## src/rtl/vex_pkg.sv

```systemverilog
`default_nettype none
// +-----------------------------------------------------------------------+
// | Package : vex_pkg                                                     |
// | Shared opcodes, sequencer state encoding and LMUL legality helper.    |
// | Rev     : 1.0  initial release                                        |
// +-----------------------------------------------------------------------+
package vex_pkg;

    localparam logic [6:0] OP_VLOAD  = 7'h07;
    localparam logic [6:0] OP_VSTORE = 7'h27;
    localparam logic [6:0] OP_VARITH = 7'h57;

    typedef enum logic [2:0] {
        ST_IDLE = 3'd0,
        ST_ALU  = 3'd1,
        ST_MEM  = 3'd2,
        ST_DONE = 3'd3,
        ST_ERR  = 3'd4
    } state_t;

    // Group size n = lmul+1 must be a power of two no larger than max_lmul.
    function automatic logic lmul_legal(input logic [2:0] lmul, input int max_lmul);
        logic pow2;
        pow2 = (lmul == 3'd0) || (lmul == 3'd1) || (lmul == 3'd3) || (lmul == 3'd7);
        return pow2 && ((int'(lmul) + 1) <= max_lmul);
    endfunction

endpackage
`default_nettype wire

```

## src/rtl/vex_wb_pipe.sv

```systemverilog
`default_nettype none
// +-----------------------------------------------------------------------+
// | Module : vex_wb_pipe                                                  |
// | Valid + write-address delay line matching the VALU pipeline depth.    |
// | Depth 0 is a combinational pass-through.                              |
// | Rev    : 1.0  initial release                                         |
// +-----------------------------------------------------------------------+
module vex_wb_pipe #(
    parameter int ALU_LAT = 2,
    parameter int RW      = 5
) (
    input  logic          clk,
    input  logic          rst,
    input  logic          in_valid,
    input  logic [RW-1:0] in_addr,
    output logic          out_valid,
    output logic [RW-1:0] out_addr
);

    generate
        if (ALU_LAT == 0) begin : g_pass
            assign out_valid = in_valid;
            assign out_addr  = in_addr;
        end else begin : g_delay
            logic [ALU_LAT-1:0] valid_sr;
            logic [RW-1:0]      addr_sr [ALU_LAT];

            // Shift valid and address together; reset empties the line.
            always_ff @(posedge clk or posedge rst) begin
                if (rst) begin
                    valid_sr <= '0;
                    for (int i = 0; i < ALU_LAT; i++) addr_sr[i] <= '0;
                end else begin
                    valid_sr[0] <= in_valid;
                    addr_sr[0]  <= in_addr;
                    for (int i = 1; i < ALU_LAT; i++) begin
                        valid_sr[i] <= valid_sr[i-1];
                        addr_sr[i]  <= addr_sr[i-1];
                    end
                end
            end

            assign out_valid = valid_sr[ALU_LAT-1];
            assign out_addr  = addr_sr[ALU_LAT-1];
        end
    endgenerate

endmodule
`default_nettype wire

```

## src/rtl/vex_group_sequencer.sv

```systemverilog
`default_nettype none
// +-----------------------------------------------------------------------+
// | Module : vex_group_sequencer                                          |
// | Vector-execute sequencer: walks an LMUL register group through the    |
// | VRF/VALU, dispatches loads/stores to the VMA, rejects illegal groups. |
// | Rev    : 1.0  initial release                                         |
// +-----------------------------------------------------------------------+
module vex_group_sequencer
    import vex_pkg::*;
#(
    parameter int NREG     = 32,
    parameter int ALU_LAT  = 2,
    parameter int MAX_LMUL = 8,
    localparam int RW      = $clog2(NREG)
) (
    input  logic          clk,
    input  logic          rst,
    input  logic          i_valid,
    output logic          o_ready,
    input  logic [6:0]    i_ops,
    input  logic [5:0]    i_funct6,
    input  logic [2:0]    i_funct3,
    input  logic [RW-1:0] i_vs1a,
    input  logic [RW-1:0] i_vs2a,
    input  logic [RW-1:0] i_vda,
    input  logic [2:0]    i_lmul,
    output logic          o_busy,
    output logic          o_done,
    output logic          o_illegal,
    output logic          o_rd_en,
    output logic [RW-1:0] o_vs1a,
    output logic [RW-1:0] o_vs2a,
    output logic [5:0]    o_alu_ctrl,
    output logic          o_we,
    output logic [RW-1:0] o_wad,
    output logic          o_mem_start,
    output logic [1:0]    o_mem_mop,
    output logic [2:0]    o_mem_width,
    input  logic          i_mem_done
);

    // Step counter spans n reads plus ALU_LAT drain cycles (max 7+4).
    localparam logic [3:0] LAT4 = 4'(ALU_LAT);

    state_t        state;
    state_t        state_nx;
    logic [3:0]    step;
    logic [RW-1:0] vs1_q;
    logic [RW-1:0] vs2_q;
    logic [RW-1:0] vd_q;
    logic [2:0]    lmul_q;
    logic [5:0]    funct6_q;
    logic [2:0]    funct3_q;

    logic          accept;
    logic          group_ok;
    logic          aligned;
    logic          rd_en;
    logic          wb_valid;
    logic [RW-1:0] wb_addr;

    assign accept   = i_valid && (state == ST_IDLE);
    assign group_ok = lmul_legal(i_lmul, MAX_LMUL);
    // For a power-of-two group, alignment means the low lmul bits are all zero.
    assign aligned  = ((i_vs1a | i_vs2a | i_vda) & RW'(i_lmul)) == '0;

    // State register.
    always_ff @(posedge clk or posedge rst) begin
        if (rst) state <= ST_IDLE;
        else     state <= state_nx;
    end

    // Next-state and state-decoded outputs.
    always_comb begin
        state_nx    = state;
        o_ready     = 1'b0;
        o_busy      = 1'b1;
        o_done      = 1'b0;
        o_illegal   = 1'b0;
        o_mem_start = 1'b0;
        rd_en       = 1'b0;
        case (state)
            ST_IDLE: begin
                o_ready = 1'b1;
                o_busy  = 1'b0;
                if (i_valid) begin
                    if (i_ops == OP_VARITH && group_ok && aligned)
                        state_nx = ST_ALU;
                    else if ((i_ops == OP_VLOAD || i_ops == OP_VSTORE) && group_ok)
                        state_nx = ST_MEM;
                    else
                        state_nx = ST_ERR;
                end
            end
            ST_ALU: begin
                rd_en = (step <= {1'b0, lmul_q});
                if (step == {1'b0, lmul_q} + LAT4) state_nx = ST_DONE;
            end
            ST_MEM: begin
                o_mem_start = (step == 4'd0);
                if (i_mem_done) state_nx = ST_DONE;
            end
            ST_DONE: begin
                o_done   = 1'b1;
                state_nx = ST_IDLE;
            end
            ST_ERR: begin
                o_illegal = 1'b1;
                state_nx  = ST_IDLE;
            end
            default: state_nx = ST_IDLE;
        endcase
    end

    // Step counter: restarts on accept, counts ALU steps, marks MEM start issued.
    always_ff @(posedge clk or posedge rst) begin
        if (rst)
            step <= '0;
        else if (accept)
            step <= '0;
        else if (state == ST_ALU)
            step <= step + 4'd1;
        else if (state == ST_MEM && step == 4'd0)
            step <= 4'd1;
    end

    // Latch instruction fields at acceptance.
    always_ff @(posedge clk or posedge rst) begin
        if (rst) begin
            vs1_q    <= '0;
            vs2_q    <= '0;
            vd_q     <= '0;
            lmul_q   <= '0;
            funct6_q <= '0;
            funct3_q <= '0;
        end else if (accept) begin
            vs1_q    <= i_vs1a;
            vs2_q    <= i_vs2a;
            vd_q     <= i_vda;
            lmul_q   <= i_lmul;
            funct6_q <= i_funct6;
            funct3_q <= i_funct3;
        end
    end

    vex_wb_pipe #(
        .ALU_LAT (ALU_LAT),
        .RW      (RW)
    ) u_wb_pipe (
        .clk       (clk),
        .rst       (rst),
        .in_valid  (rd_en),
        .in_addr   (vd_q + RW'(step)),
        .out_valid (wb_valid),
        .out_addr  (wb_addr)
    );

    assign o_rd_en     = rd_en;
    assign o_vs1a      = rd_en ? vs1_q + RW'(step) : '0;
    assign o_vs2a      = rd_en ? vs2_q + RW'(step) : '0;
    assign o_alu_ctrl  = funct6_q;
    assign o_we        = wb_valid;
    assign o_wad       = wb_valid ? wb_addr : '0;
    assign o_mem_mop   = funct6_q[1:0];
    assign o_mem_width = funct3_q;

endmodule
`default_nettype wire
```

## config.mk

```make
export PLATFORM = sky130hd
export DESIGN_NAME = vex_group_sequencer
export DESIGN_NICKNAME = d
export VERILOG_FILES = /design/src/rtl/vex_pkg.sv /design/src/rtl/vex_wb_pipe.sv /design/src/rtl/vex_group_sequencer.sv
export SDC_FILE = /design/constraint.sdc
export NUM_CORES = 1
export LEC_CHECK = 0
export CORE_MARGIN = 2
export CORE_UTILIZATION = 51
export CTS_CLUSTER_SIZE = 14
export DETAILED_ROUTE_END_ITERATION = 10
export PLACE_DENSITY = 0.85
export SYNTH_ARGS = -nofsm -noshare
export SYNTH_HDL_FRONTEND = slang
export SYNTH_SLANG_ARGS = --single-unit
```

## constraint.sdc

```tcl
create_clock -name clk -period 4.3 [get_ports clk]
set_input_delay 0.43 -clock clk [delete_from_list [all_inputs] [get_ports clk]]
set_output_delay 0.43 -clock clk [all_outputs]
set_load 0.005 [all_outputs]
```

# Word level (Yosys, flattened, before mapping)
# Cells that the tools add are included.
dict set report totals {
  register_bits 46
  inputBits 38
  word_cells 70
}
dict set report classes {
  n_addsub 6
  magnitude_cmp 2
  eq_ne 14
  mux 18
  bitwise_logic 3
  reduce_logical 16
}
# operator count
set op_table {}
lappend op_table {{5-bit by 4-bit adder with 5-bit output} 3}
lappend op_table {{3-bit two-way mux} 5}
lappend op_table {{5-bit two-way mux} 3}
lappend op_table {{4-bit two-way mux} 3}
lappend op_table {{5-bit OR} 2}
lappend op_table {{3-bit by 2-bit equality test with 1-bit output, second input constant} 3}
lappend op_table {{3-bit one-hot mux with 3 select lines} 1}
lappend op_table {{7-bit by 3-bit equality test with 1-bit output, second input constant} 1}
lappend op_table {{7-bit by 6-bit equality test with 1-bit output, second input constant} 1}
lappend op_table {{7-bit equality test, second input constant} 1}
lappend op_table {{3-bit by 1-bit equality test with 1-bit output, second input constant} 2}
lappend op_table {{3-bit equality test, second input constant} 2}
lappend op_table {{1-bit logical AND} 6}
lappend op_table {{3-bit logical NOT} 2}
lappend op_table {{1-bit two-way mux} 6}
lappend op_table {{2-bit != test, second input constant} 3}
lappend op_table {{5-bit by 3-bit bitwise AND with 5-bit output} 1}
lappend op_table {{5-bit logical NOT} 1}
lappend op_table {{3-bit by 1-bit adder with 4-bit output, second input constant} 1}
lappend op_table {{3-bit by 2-bit adder with 4-bit output, second input constant} 1}
lappend op_table {{4-bit by 1-bit adder with 4-bit output, second input constant} 1}
lappend op_table {{4-bit equality test} 1}
lappend op_table {{4-bit by 3-bit less-or-equal comparator with 1-bit output} 1}
lappend op_table {{4-bit less-or-equal comparator, second input constant} 1}
lappend op_table {{other kinds (4)} 7}

# Depth between registers and ports, before layout
dict set report depth {
  ltp_word 10
  ltp_mapped 7
}

# Modules after synthesis
# Synthesis repeated with hierarchy kept, for this count alone.
dict set report hier_totals {
  hier_cells 254
  hier_area_um2 2494.9
}
# mod n_inst cells_each area_each_um2 seq_area_each_um2
set by_module_without_submodules {}
lappend by_module_without_submodules {vex_group_sequencer 1 236 2153.3 850.8}
lappend by_module_without_submodules {vex_wb_pipe 1 18 341.6 300.3}

# Worst setup path before layout
# Ideal clock, no wire load.
dict set report synth_path {
  path_kind {flip-flop to output port}
  startpoint {register step[0]}
  endpoint {output port o_vs1a[4]}
  t_arrival_ps 1655
  required_ps 3870
  setup_slack_ps 2215
  stages_incl_launch_ff 7
  n_path_buf 0
  cell_sequence {dfrtp_1 > ha_1 > fa_1 > a21o_1 > a21oi_1 > xor2_1 > nor3_2}
}
dict set report synth_via {
  elab_chain_len 3
}
# element line
set synth_lines {}
lappend synth_lines {{start, declared} vex_group_sequencer.sv:47} ;# logic [3:0] step;
lappend synth_lines {{start signal, assigned} vex_group_sequencer.sv:122} ;# step <= step + 4'd1;
lappend synth_lines {{4-bit by 3-bit less-or-equal comparator with 1-bit output} vex_group_sequencer.sv:96} ;# rd_en = (step <= {1'b0, lmul_q});
lappend synth_lines {{1-bit two-way mux} vex_group_sequencer.sv:82} ;# case (state)
lappend synth_lines {{5-bit two-way mux *} vex_group_sequencer.sv:159} ;# assign o_vs1a = rd_en ? vs1_q + RW'(step) : '0;
lappend synth_lines {{end, declared} vex_group_sequencer.sv:31} ;# output logic [RW-1:0] o_vs1a,
# Every way passes the cells marked *; elsewhere a longest branch is shown, timed or not.

# Worst setup path in the final report
# Ends and elaborated chain as after synthesis.

==> flow_metrics.env <==
export IMPL_clkSinkCount=46
export IMPL_power_switching_uw=644
export IMPL_p_total_uw=1840
export IMPL_drtPass1Iterations=6
export IMPL_wl_um=5150
export IMPL_syn_to_final_growth_pct=33.5
export IMPL_core_area_um2=4720
export IMPL_worstPathRequired_ns=3.87
export IMPL_grt_usage=0.216
export IMPL_drive_above_1_share=0.0909
export IMPL_critPathArrivalTime_ns=2.57
export IMPL_syn_inst=250
export IMPL_ys_warn_count=0
export IMPL_diodes=0
export IMPL_tns_ns=0
export IMPL_postCtsSetupBuffers=0
export IMPL_ant_nets=0
export IMPL_setup_viol=0
export IMPL_root_buffer="clkbuf_8"
export IMPL_start_util=0.526
export IMPL_power_share_combinational=0.417
export IMPL_die_area_um2=5440
export IMPL_synth_area_um2=2480
export IMPL_max_freq_ghz=0.334
export IMPL_antenna_found_initial=0
export IMPL_switching_share=0.350
export IMPL_hold_buffers=0
export IMPL_synth_edf_count=0
export IMPL_wl_per_cell_um=13.3
export IMPL_final_common_cell="nand2_1"
export IMPL_cap_violations=0
export IMPL_first_iter_violations=103
export IMPL_core_rowCount=25
export IMPL_worstSetupPathType="flip-flop to primary output"
export IMPL_fill_cells=339
export IMPL_dp_cells=378
export IMPL_dpl_hpwl_um=3840
export IMPL_relSlewSlack=0.382
export IMPL_io_pins=71
export IMPL_cts_made_buffers=5
export IMPL_syn_nets=309
export IMPL_rsz0062_at_grt="no"
export IMPL_crit_path_end_kind="primary output"
export IMPL_vias=1966
export IMPL_gp_congestion=0.762
export IMPL_p_per_area_nw_per_um2=555
export IMPL_p_clk_frac=0.169
export IMPL_place_area_um2=3210
export IMPL_worstMarginPinSlew_ns=0.926
export IMPL_p_int_uw=1190
export IMPL_grt_pass1_wl_um=8850
export IMPL_finalInstanceArea_um2=3310
export IMPL_htree_levels=2
export IMPL_syn_avg_cell_area_um2=9.93
export IMPL_cts_repair_resized=0
export IMPL_worst_slack_ns=1.30
export IMPL_skew_ns=0.00594
export IMPL_worst_setup_path_start_kind="flip-flop"
export IMPL_clk_pin_slew_ns=0.08
export IMPL_hold_path_class="flip-flop to flip-flop"
export IMPL_netlist_cell_type_count=41
export IMPL_finalCriticalPeriod_ns=3.00
export IMPL_p_seq_frac=0.414
export IMPL_final_cell_count_no_fill=386
export IMPL_status="complete, no violations"
export IMPL_synth_ff_type="dfrtp_1"
export IMPL_layout_common_cells="nand2_1 (82), clkdlybuf4s50_1 (70), dfrtp_1 (46), ha_1 (18), a21oi_1 (9)"
export IMPL_seq_area_frac_synth=0.463
export IMPL_grt_pass1_vias=1971
export IMPL_post_place_ws_ns=1.62
export IMPL_clk_latency_ns=0.30
export IMPL_nNetsFinal=377
export IMPL_hold_viol_final=0
export IMPL_clk_path_buf_depth=2
export IMPL_die_height_um=73.8
export IMPL_peakVddDrop_uv=269
export IMPL_grt_overflow_total=0
export IMPL_p_leak_uw=0.00156
export IMPL_grt_max_degree=47
export IMPL_synthArstFlopShare=1.00
export IMPL_fin_crit_sh=0.697
export IMPL_portBuffers=70
export IMPL_drcViolationCount=0
export IMPL_ys_ff_latch=46
export IMPL_vias_per_cell=5.09
export IMPL_final_max_slew_viol_count=0
export IMPL_crit_path_max_fanout=8
export IMPL_cts_tree="done"
export IMPL_die_x_um=73.8
-- Yosys cell counts, types with 4 or more instances --
master | n | area, um^2
ha_1 | 18 | 225
xor2_1 | 5 | 43.8
inv_1 | 9 | 33.8
nand2_1 | 82 | 308
nor3_2 | 7 | 70.1
dfrtp_1 | 46 | 1150
nor2_1 | 4 | 15.0
a21o_1 | 6 | 45.0
xnor2_1 | 6 | 52.6
and2_1 | 5 | 31.3
a21oi_1 | 9 | 45.0
buf_2 | 6 | 30.0
nand3_1 | 5 | 25.0
-- power by group through the flow --
stage                     Sequential [uW]  Combinational [uW]  Clock (uW)
after floorplan                       739                 487           0
after global placement                759                 742           0
after detailed placement              771                 773           0
after CTS                             763                 781         317
after global routing                  793                 871         334
final                                 761                 767         311
-- per-layer routing --
| layer | track usage | part of all wire |
|---|---|---|
| met1 | 0.276 | 0.43 |
| met2 | 0.359 | 0.50 |
| met3 | 0.0439 | 0.048 |
| met4 | 0.0848 | 0.021 |
| met5 | 0 | 0 |
-- logic make-up (layout without fill, tap and decap cells) --
kind of cell    Yosys count  count (layout)  share of synthesized area
buf+inv                  19              88                     0.0408
compound gates           29              29                     0.0791
simple gates            124             124                      0.263
fa+ha+maj                21              21                      0.115
xor+xnor                 11              11                     0.0388
flops                    46              46                      0.463
-- layout make-up --
| type | instances | area [um^2] | share of cell area |
|---|---|---|---|
| Multi-Input combinational cell | 185 | 1230 | 0.371 |
| Sequential cell | 46 | 1150 | 0.347 |
| Timing Repair Buffer | 71 | 708 | 0.214 |
| Tap cell | 67 | 83.8 | 0.0253 |
| Clock buffer | 7 | 76.3 | 0.0230 |
| Inverter | 9 | 33.8 | 0.0102 |
| Clock inverter | 1 | 30.0 | 0.00906 |
-- registers in the layout, indices dropped and copies added, names as in the netlist --
| signal | cells |
|---|---|
| o_alu_ctrl | 6 |
| u_wb_pipe.g_delay.addr_sr | 5 |
| vs2_q | 5 |
| u_wb_pipe.out_addr | 5 |
| o_mem_width | 3 |
| vs1_q | 5 |
| step | 4 |
| state | 3 |
| vd_q | 5 |
| lmul_q | 3 |
| u_wb_pipe.g_delay.valid_sr | 2 |
-- critical path: stages (launching register included) --
cell,delay [ns]
dfrtp_1,0.48
ha_1,0.28
fa_1,0.41
a21o_1,0.19
a21oi_1,0.17
xor2_1,0.10
nor3_2,0.12
clkdlybuf4s50_1,0.52
-- worst paths after layout --
| kind | startpoint | endpoint | slack (ns) | depth (start not counted) |
|---|---|---|---|---|
| max in group asynchronous | rst | vd_q[4]$_DFFE_PP0P_ | 3.07 | 2 |
| min in group asynchronous | rst | step[1]$_DFFE_PP0P_ | 0.66 | 2 |
| worst max register to register | step[1]$_DFFE_PP0P_ | u_wb_pipe.g_delay.valid_sr[0]$_DFF_PP0_ | 2.55 | 6 |
| worst min register to register | u_wb_pipe.g_delay.addr_sr[9]$_DFF_PP0_ | u_wb_pipe.out_addr[4]$_DFF_PP0_ | 0.36 | 0 |
| worst min-delay path | u_wb_pipe.g_delay.addr_sr[9]$_DFF_PP0_ | u_wb_pipe.out_addr[4]$_DFF_PP0_ | 0.36 | 0 |
| worst max-delay path | step[0]$_DFFE_PP0P_ | o_vs1a[4] | 1.30 | 7 |
-- per-stage QoR --
step | hold slack, ns | utilization
after floorplan | 0.331 | -
after global placement | 0.333 | 0.679
after detailed placement | 0.342 | 0.679
after CTS | 0.360 | 0.702
after global routing | 0.375 | 0.702
final | 0.356 | 0.702
No activity file was read; power rests on OpenSTA's default activity.
